[src/rtl/id_queue_stage.sv]
// id_queue_stage: buffered decode stage. A DEPTH-entry instruction queue sits between
// fetch and decode. The queue head is decoded (controller, regfile, immediate extend)
// into a registered ID/EX output with valid/ready handshakes. It provides backpressure,
// flush, a load-use interlock and regfile write-through.
// Optional feature macro: ID_QUEUE_BYPASS_EN. When it is defined, an entry that arrives
// at an empty queue is decoded directly and can issue at its own handshake edge.
module id_queue_stage #(
  parameter int XLEN  = 32,
  parameter int DEPTH = 4
) (
  input  logic                         clk,
  input  logic                         reset,
  input  logic                         in_valid,
  output logic                         in_ready,
  input  logic [31:0]                  in_instr,
  input  logic [XLEN-1:0]              in_pc,
  input  logic [XLEN-1:0]              in_pcplus4,
  input  logic                         flush,
  input  logic                         RegWriteW,
  input  logic [4:0]                   RdW,
  input  logic [XLEN-1:0]              ResultW,
  output logic                         out_valid,
  input  logic                         out_ready,
  output logic [XLEN-1:0]              out_pc,
  output logic [XLEN-1:0]              out_pcplus4,
  output logic [XLEN-1:0]              out_rd1,
  output logic [XLEN-1:0]              out_rd2,
  output logic [XLEN-1:0]              out_imm,
  output logic [4:0]                   out_rs1,
  output logic [4:0]                   out_rs2,
  output logic [4:0]                   out_rd,
  output logic [2:0]                   out_funct3,
  output logic [1:0]                   out_ResultSrc,
  output logic [3:0]                   out_ALUControl,
  output logic                         out_RegWrite,
  output logic                         out_MemWrite,
  output logic                         out_Jump,
  output logic                         out_Branch,
  output logic                         out_ALUSrc,
  output logic                         out_SrcAsrc,
  output logic                         out_jumpReg,
  output logic                         out_is_word_op,
  output logic [4:0]                   Rs1D,
  output logic [4:0]                   Rs2D,
  output logic [$clog2(DEPTH+1)-1:0]   occupancy
);
  localparam int PW = $clog2(DEPTH);
  localparam int CW = $clog2(DEPTH + 1);

  typedef struct packed {
    logic [XLEN-1:0] pc, pcplus4, rd1, rd2, imm;
    logic [4:0]      rs1, rs2, rd;
    logic [2:0]      funct3;
    logic [1:0]      result_src;
    logic [3:0]      alu_control;
    logic            reg_write, mem_write, jump, branch;
    logic            alu_src, srca_src, jump_reg, is_word_op;
  } idex_t;

  // Queue storage (data only, no reset) and control state
  logic [31:0]     q_instr  [DEPTH];
  logic [XLEN-1:0] q_pc     [DEPTH];
  logic [XLEN-1:0] q_pcplus4[DEPTH];
  logic [XLEN-1:0] rf_q     [32];
  logic [PW-1:0]   rd_ptr_q, wr_ptr_q;
  logic [CW-1:0]   count_q, count_d;
  logic            out_valid_q;
  idex_t           idex_q, dec;

  logic            bypass, have_entry, load_ok, hazard, issue, push, pop;
  logic [31:0]     d_instr;
  logic [XLEN-1:0] d_pc, d_pcplus4, rd1, rd2;
  logic [XLEN-1:0] imm_i, imm_s, imm_b, imm_j, imm_u;
  logic [4:0]      d_rs1, d_rs2;

  // Select the entry presented to decode: queue head, or the incoming word when bypassing
  always_comb begin
    bypass = 1'b0;
`ifdef ID_QUEUE_BYPASS_EN
    bypass = (count_q == '0) && in_valid && load_ok && !flush;
`endif
    if (bypass) begin
      d_instr   = in_instr;
      d_pc      = in_pc;
      d_pcplus4 = in_pcplus4;
    end else begin
      d_instr   = q_instr[rd_ptr_q];
      d_pc      = q_pc[rd_ptr_q];
      d_pcplus4 = q_pcplus4[rd_ptr_q];
    end
  end

  assign d_rs1      = d_instr[19:15];
  assign d_rs2      = d_instr[24:20];
  assign have_entry = bypass || (count_q != '0);
  assign load_ok    = !out_valid_q || out_ready;
  // A load in ID/EX whose destination feeds the candidate must stall one cycle
  assign hazard     = out_valid_q && (idex_q.result_src == 2'b01) && (idex_q.rd != 5'd0) &&
                      ((idex_q.rd == d_rs1) || (idex_q.rd == d_rs2));
  assign issue      = have_entry && load_ok && !hazard && !flush;
  assign in_ready   = (count_q != CW'(DEPTH)) && !flush;
  // A bypassed entry that issues never touches the queue
  assign push       = in_valid && in_ready && !(bypass && issue);
  assign pop        = issue && !bypass;
  assign count_d    = count_q + CW'(push) - CW'(pop);

  // Regfile read with same-cycle write-through; x0 is hard zero
  assign rd1 = (d_rs1 == 5'd0) ? '0 : (RegWriteW && (RdW == d_rs1)) ? ResultW : rf_q[d_rs1];
  assign rd2 = (d_rs2 == 5'd0) ? '0 : (RegWriteW && (RdW == d_rs2)) ? ResultW : rf_q[d_rs2];

  // Immediate extend for each instruction format
  assign imm_i = {{(XLEN-12){d_instr[31]}}, d_instr[31:20]};
  assign imm_s = {{(XLEN-12){d_instr[31]}}, d_instr[31:25], d_instr[11:7]};
  assign imm_b = {{(XLEN-13){d_instr[31]}}, d_instr[31], d_instr[7], d_instr[30:25],
                  d_instr[11:8], 1'b0};
  assign imm_j = {{(XLEN-21){d_instr[31]}}, d_instr[31], d_instr[19:12], d_instr[20],
                  d_instr[30:21], 1'b0};
  assign imm_u = XLEN'($signed({d_instr[31:12], 12'b0}));

  // Controller: decode the selected entry into the ID/EX payload
  always_comb begin
    dec         = '0;
    dec.pc      = d_pc;
    dec.pcplus4 = d_pcplus4;
    dec.rd1     = rd1;
    dec.rd2     = rd2;
    dec.rs1     = d_rs1;
    dec.rs2     = d_rs2;
    dec.rd      = d_instr[11:7];
    dec.funct3  = d_instr[14:12];
    case (d_instr[6:0])
      7'b0110011, 7'b0111011: begin  // R-type, word variant when bit 3 set
        dec.reg_write   = 1'b1;
        dec.alu_control = {d_instr[30], d_instr[14:12]};
        dec.is_word_op  = d_instr[3];
      end
      7'b0010011, 7'b0011011: begin  // I-type ALU; bit 30 only selects SRAI
        dec.reg_write   = 1'b1;
        dec.alu_src     = 1'b1;
        dec.imm         = imm_i;
        dec.alu_control = {(d_instr[14:12] == 3'b101) && d_instr[30], d_instr[14:12]};
        dec.is_word_op  = d_instr[3];
      end
      7'b0000011: begin  // load
        dec.reg_write  = 1'b1;
        dec.alu_src    = 1'b1;
        dec.result_src = 2'b01;
        dec.imm        = imm_i;
      end
      7'b0100011: begin  // store
        dec.mem_write = 1'b1;
        dec.alu_src   = 1'b1;
        dec.imm       = imm_s;
      end
      7'b1100011: begin  // branch compares by subtraction
        dec.branch      = 1'b1;
        dec.alu_control = 4'b1000;
        dec.imm         = imm_b;
      end
      7'b1101111: begin  // jal
        dec.jump       = 1'b1;
        dec.reg_write  = 1'b1;
        dec.result_src = 2'b10;
        dec.imm        = imm_j;
      end
      7'b1100111: begin  // jalr
        dec.jump       = 1'b1;
        dec.jump_reg   = 1'b1;
        dec.reg_write  = 1'b1;
        dec.alu_src    = 1'b1;
        dec.result_src = 2'b10;
        dec.imm        = imm_i;
      end
      7'b0110111: begin  // lui writes the immediate directly
        dec.reg_write  = 1'b1;
        dec.alu_src    = 1'b1;
        dec.result_src = 2'b11;
        dec.imm        = imm_u;
      end
      7'b0010111: begin  // auipc adds the immediate to the PC
        dec.reg_write = 1'b1;
        dec.alu_src   = 1'b1;
        dec.srca_src  = 1'b1;
        dec.imm       = imm_u;
      end
      default: ;
    endcase
  end

  // Queue data write; storage needs no reset because occupancy guards every read
  always_ff @(posedge clk) begin
    if (push) begin
      q_instr[wr_ptr_q]   <= in_instr;
      q_pc[wr_ptr_q]      <= in_pc;
      q_pcplus4[wr_ptr_q] <= in_pcplus4;
    end
  end

  // Regfile write port; x0 is never written
  always_ff @(posedge clk) begin
    if (reset) begin
      for (int i = 0; i < 32; i++) rf_q[i] <= '0;
    end else if (RegWriteW && (RdW != 5'd0)) begin
      rf_q[RdW] <= ResultW;
    end
  end

  // Pointers, occupancy and the ID/EX register (issue, bubble, hold, flush)
  always_ff @(posedge clk) begin
    if (reset) begin
      count_q     <= '0;
      rd_ptr_q    <= '0;
      wr_ptr_q    <= '0;
      out_valid_q <= 1'b0;
      idex_q      <= '0;
    end else begin
      if (flush) begin
        count_q  <= '0;
        rd_ptr_q <= '0;
        wr_ptr_q <= '0;
      end else begin
        count_q <= count_d;
        if (push) wr_ptr_q <= wr_ptr_q + PW'(1);
        if (pop)  rd_ptr_q <= rd_ptr_q + PW'(1);
      end
      if (issue) begin
        idex_q      <= dec;
        out_valid_q <= 1'b1;
      end else if (load_ok || flush) begin
        out_valid_q      <= 1'b0;
        idex_q.reg_write <= 1'b0;
        idex_q.mem_write <= 1'b0;
        idex_q.jump      <= 1'b0;
        idex_q.branch    <= 1'b0;
        idex_q.jump_reg  <= 1'b0;
      end
    end
  end

  assign out_valid      = out_valid_q;
  assign out_pc         = idex_q.pc;
  assign out_pcplus4    = idex_q.pcplus4;
  assign out_rd1        = idex_q.rd1;
  assign out_rd2        = idex_q.rd2;
  assign out_imm        = idex_q.imm;
  assign out_rs1        = idex_q.rs1;
  assign out_rs2        = idex_q.rs2;
  assign out_rd         = idex_q.rd;
  assign out_funct3     = idex_q.funct3;
  assign out_ResultSrc  = idex_q.result_src;
  assign out_ALUControl = idex_q.alu_control;
  assign out_RegWrite   = idex_q.reg_write;
  assign out_MemWrite   = idex_q.mem_write;
  assign out_Jump       = idex_q.jump;
  assign out_Branch     = idex_q.branch;
  assign out_ALUSrc     = idex_q.alu_src;
  assign out_SrcAsrc    = idex_q.srca_src;
  assign out_jumpReg    = idex_q.jump_reg;
  assign out_is_word_op = idex_q.is_word_op;
  assign Rs1D           = have_entry ? d_rs1 : 5'd0;
  assign Rs2D           = have_entry ? d_rs2 : 5'd0;
  assign occupancy      = count_q;

endmodule

[config.mk]
export PLATFORM = sky130hd
export DESIGN_NAME = id_queue_stage
export DESIGN_NICKNAME = d
export VERILOG_FILES = /design/src/rtl/id_queue_stage.sv
export SDC_FILE = /design/constraint.sdc
export NUM_CORES = 2
export LEC_CHECK = 0
export ABC_CLOCK_PERIOD_IN_PS = 4510
export CAP_MARGIN = 40
export CORE_MARGIN = 4
export CORE_UTILIZATION = 60
export DETAILED_ROUTE_END_ITERATION = 16
export GPL_ROUTABILITY_DRIVEN = 0
export PLACE_DENSITY = 0.79
export SKIP_CTS_REPAIR_TIMING = 1
export SLEW_MARGIN = 20
export SYNTH_ARGS = -nofsm -noshare
export SYNTH_HDL_FRONTEND = slang
export SYNTH_SLANG_ARGS = --single-unit
[constraint.sdc]
create_clock -name clk -period 4.51 [get_ports clk]
set_clock_uncertainty 0.1 [all_clocks]
set_input_delay 0.451 -clock clk [delete_from_list [all_inputs] [get_ports clk]]
set_output_delay 0.451 -clock clk [all_outputs]
set_load 0.1 [all_outputs]
==> summary.txt <==
status: complete, no violations
I/O Pins: 346
Synth Area in Simple Gates: 0.124
post-synth top area cell: edfxtp_1
Max-cap violations: 0
die area: 132000 um2
antenna viol nets, final: 0
max_slew headroom: 0.336
worst r2r dst: out_imm[20]
Worst-Skew Late Latency: 0.84 ns
Setup-failing EPs final: 0
internal power: 26.9 mW
top cell type's share of synthesized area: 0.560
crit path max fanout: 20
Hold Crit Class: in2reg
total number of vias: 53000
first-pass GRT wire length: 376 mm
initial antenna violation count: 43
CTS Buf Count: 164
vias in the first global route: 52900
leak pwr: 31.4 nW
fin crit period: 4.43 ns
multiplexer share of the synthesized area: 0.181
number of flops mapped to enable cells by yosys: 1408
Net Sw Power: 9.39 mW
CTS max path bufs: 3
initial core utilization: 0.607
Switching Share: 0.259
CTS tree: yes
worst reg2reg path depth: 9
Layout Nets: 5490
share of cells above drive strength 1: 0.247
initial drt markers: 9872
H-tree Lvls: 4
Core ar.: 124000 um2
Most used DFF post-synth: edfxtp_1
Sink Count: 1610
adder-cell share of the synthesized area: 0.00126
actual slew at the worst max-slew pin: 0.996 ns
Reg clk slew, reported paths: 0.06 ns
DP HPWL: 149 mm
pre-CTS setup slack: 0.429 ns
area of the multi-input gates: 27700 um2
largest net degree at the start of global routing: 135
largest family of logic cells by synthesized area: multiplexers
post-route setup TNS: 0 ns
CTS root buf: clkbuf_16
Reg area: 46300 um2
startpoint types: flop
part of the power in combinational logic: 0.126
GRT Overall Usage: 0.402
DRT Pass-1 Iters: 7
Inst Count DP: 6803
largest cells by area after synthesis: edfxtp_1 (56%), mux4_2 (17%), and2_1 (8.3%)
Die W: 363 um
RSZ-0062 raised after global routing: false
Mapped Area: 75500 um2
worst setup margin: 0.0819 ns
Synth Area in Compound Gates: 0.0506
port bufs: 345
Worst Hold End: out_pc[27]
placed instance area: 85700 um2
final core area utilization: 0.737
GRT overflow: 0
f_max: 0.226 GHz
vias per std cell: 7.39
Total Power: 36.3 mW
Post-synth top cells: edfxtp_1 (1408), and2_1 (998), mux4_2 (568), clkbuf_1 (353), a22oi_1 (232)
Total Wirelength: 267 mm
register bit count reported by yosys: 1610
Residual DRC: 0
P&R area growth vs syn: 21.4%
hold path depth: 2
non-filler instance count after layout: 7172
Die Height: 363 um
flop2flop setup slack: 0.08 ns
most numerous cell in the Yosys netlist: edfxtp_1
xor and xnor area share after synthesis: 0.00278
CP arrival: 5.02 ns
max-slew violation count: 0
Hold Path Origin: reset
Reg power frac: 0.475
Finished Cell Area: 91700 um2
FP Rows: 129
mean area per synthesized cell: 15.4 um2
P per Cell Area: 396 nW/um2
Hold Violations, Final: 0
worst hold margin: 0.00561 ns
Worst setup EP type: flop
synth unique cells: 57
Async SR Flop Fraction: 0
post-route clock period utilization: 0.982
Ys Warns: 0
WS Path Type: reg2reg
post-synthesis cell count: 4896
sequential fraction of the synthesis area: 0.613
Worst VDD drop: 0.462 mV
CP Data Required Time: 5.10 ns
Clk network pwr share: 0.399
Avg WL per Cell: 37.3 um
Fill cells: 6809
==> layout make-up <==
class	count	share of cell area
Sequential cell	1610	0.505
Tap cell	1637	0.0223
Antenna cell	47	0.00128
Inverter	9	0.000450
Clock buffer	210	0.0477
Multi-Input combinational cell	2826	0.302
Clock inverter	100	0.0142
Timing Repair Buffer	733	0.107
==> critical path, cell delays in order (launching register included) <==
cell and delay (ns):
dfxtp_2 0.64, buf_6 0.37, mux4_1 0.85, nor2_1 0.16
and4b_1 0.24, buf_4 0.26, a21o_1 0.46, nor2_1 0.18
or3_1 0.62, o2bb2ai_1 0.41
==> sequential cells by signal (all words and copies together) (netlist names), 32 cells and up, named ones only <==
name,count
q_pcplus4,128
out_rd2,32
out_imm,32
q_pc,128
out_pc,32
out_pcplus4,32
q_instr,128
out_rd1,32
rf_q,1024
==> cell families after synthesis <==
logic type | after synthesis
fa+ha+maj | 7
flops | 1610
compound gates | 523
mux | 657
buf+inv | 491
xor+xnor | 24
other cells | 1
simple gates | 1583
==> power by group through the flow <==
stage	combinational (mW)	sequential, mW	clock, mW
floorplan	2.17	17.9	0
global placement	3.97	17.4	0
detailed placement	4.39	17.5	0
CTS	4.44	17.2	14.4
global route	4.67	17.3	15.1
finish	4.58	17.2	14.5
==> layer usage <==
metal  vias up  global-route usage  routed length (um)
met5         -             0.00472                 136
met4        14               0.251               20100
met3      1303               0.168               43300
met2      5586               0.589              120000
met1     26200               0.499               83800
li1      19900                   -                   -
==> how the worst max path moves through the flow <==
| stage | start | end | slack [ns] | cells after the start |
|---|---|---|---|---|
| 2_1_floorplan | out_rd[0] | occupancy[2] | 0.48 | 16 |
| 3_3_place_gp | flop | out_rd2[14] | 0.57 | 9 |
| 3_5_place_dp | flop | out_imm[23] | 0.43 | 9 |
| 4_1_cts | flop | out_imm[23] | 0.16 | 9 |
| 5_1_grt | flop | out_imm[23] | 0.04 | 9 |
| 6_report | flop | out_imm[20] | 0.08 | 9 |
==> cells in the final DEF, fill, tap and decap left out, types with 33 or more instances in the layout <==
cell,netlist,layout
buf_4,9,121
clkdlybuf4s50_1,0,333
o21ai_0,38,38
a221oi_1,33,33
or2_2,33,33
nand4_1,33,33
and2_1,998,998
buf_8,0,125
nand3_1,48,48
dfxtp_1,202,198
mux4_2,568,564
a21oi_1,111,110
diode_2,0,47
a22oi_1,232,232
clkbuf_1,353,37
nand2_1,201,201
buf_16,0,100
nand3b_1,40,40
buf_12,1,43
clkbuf_16,0,165
edfxtp_1,1408,1408
mux2i_1,84,84
No activity file was read; power rests on OpenSTA's default activity.
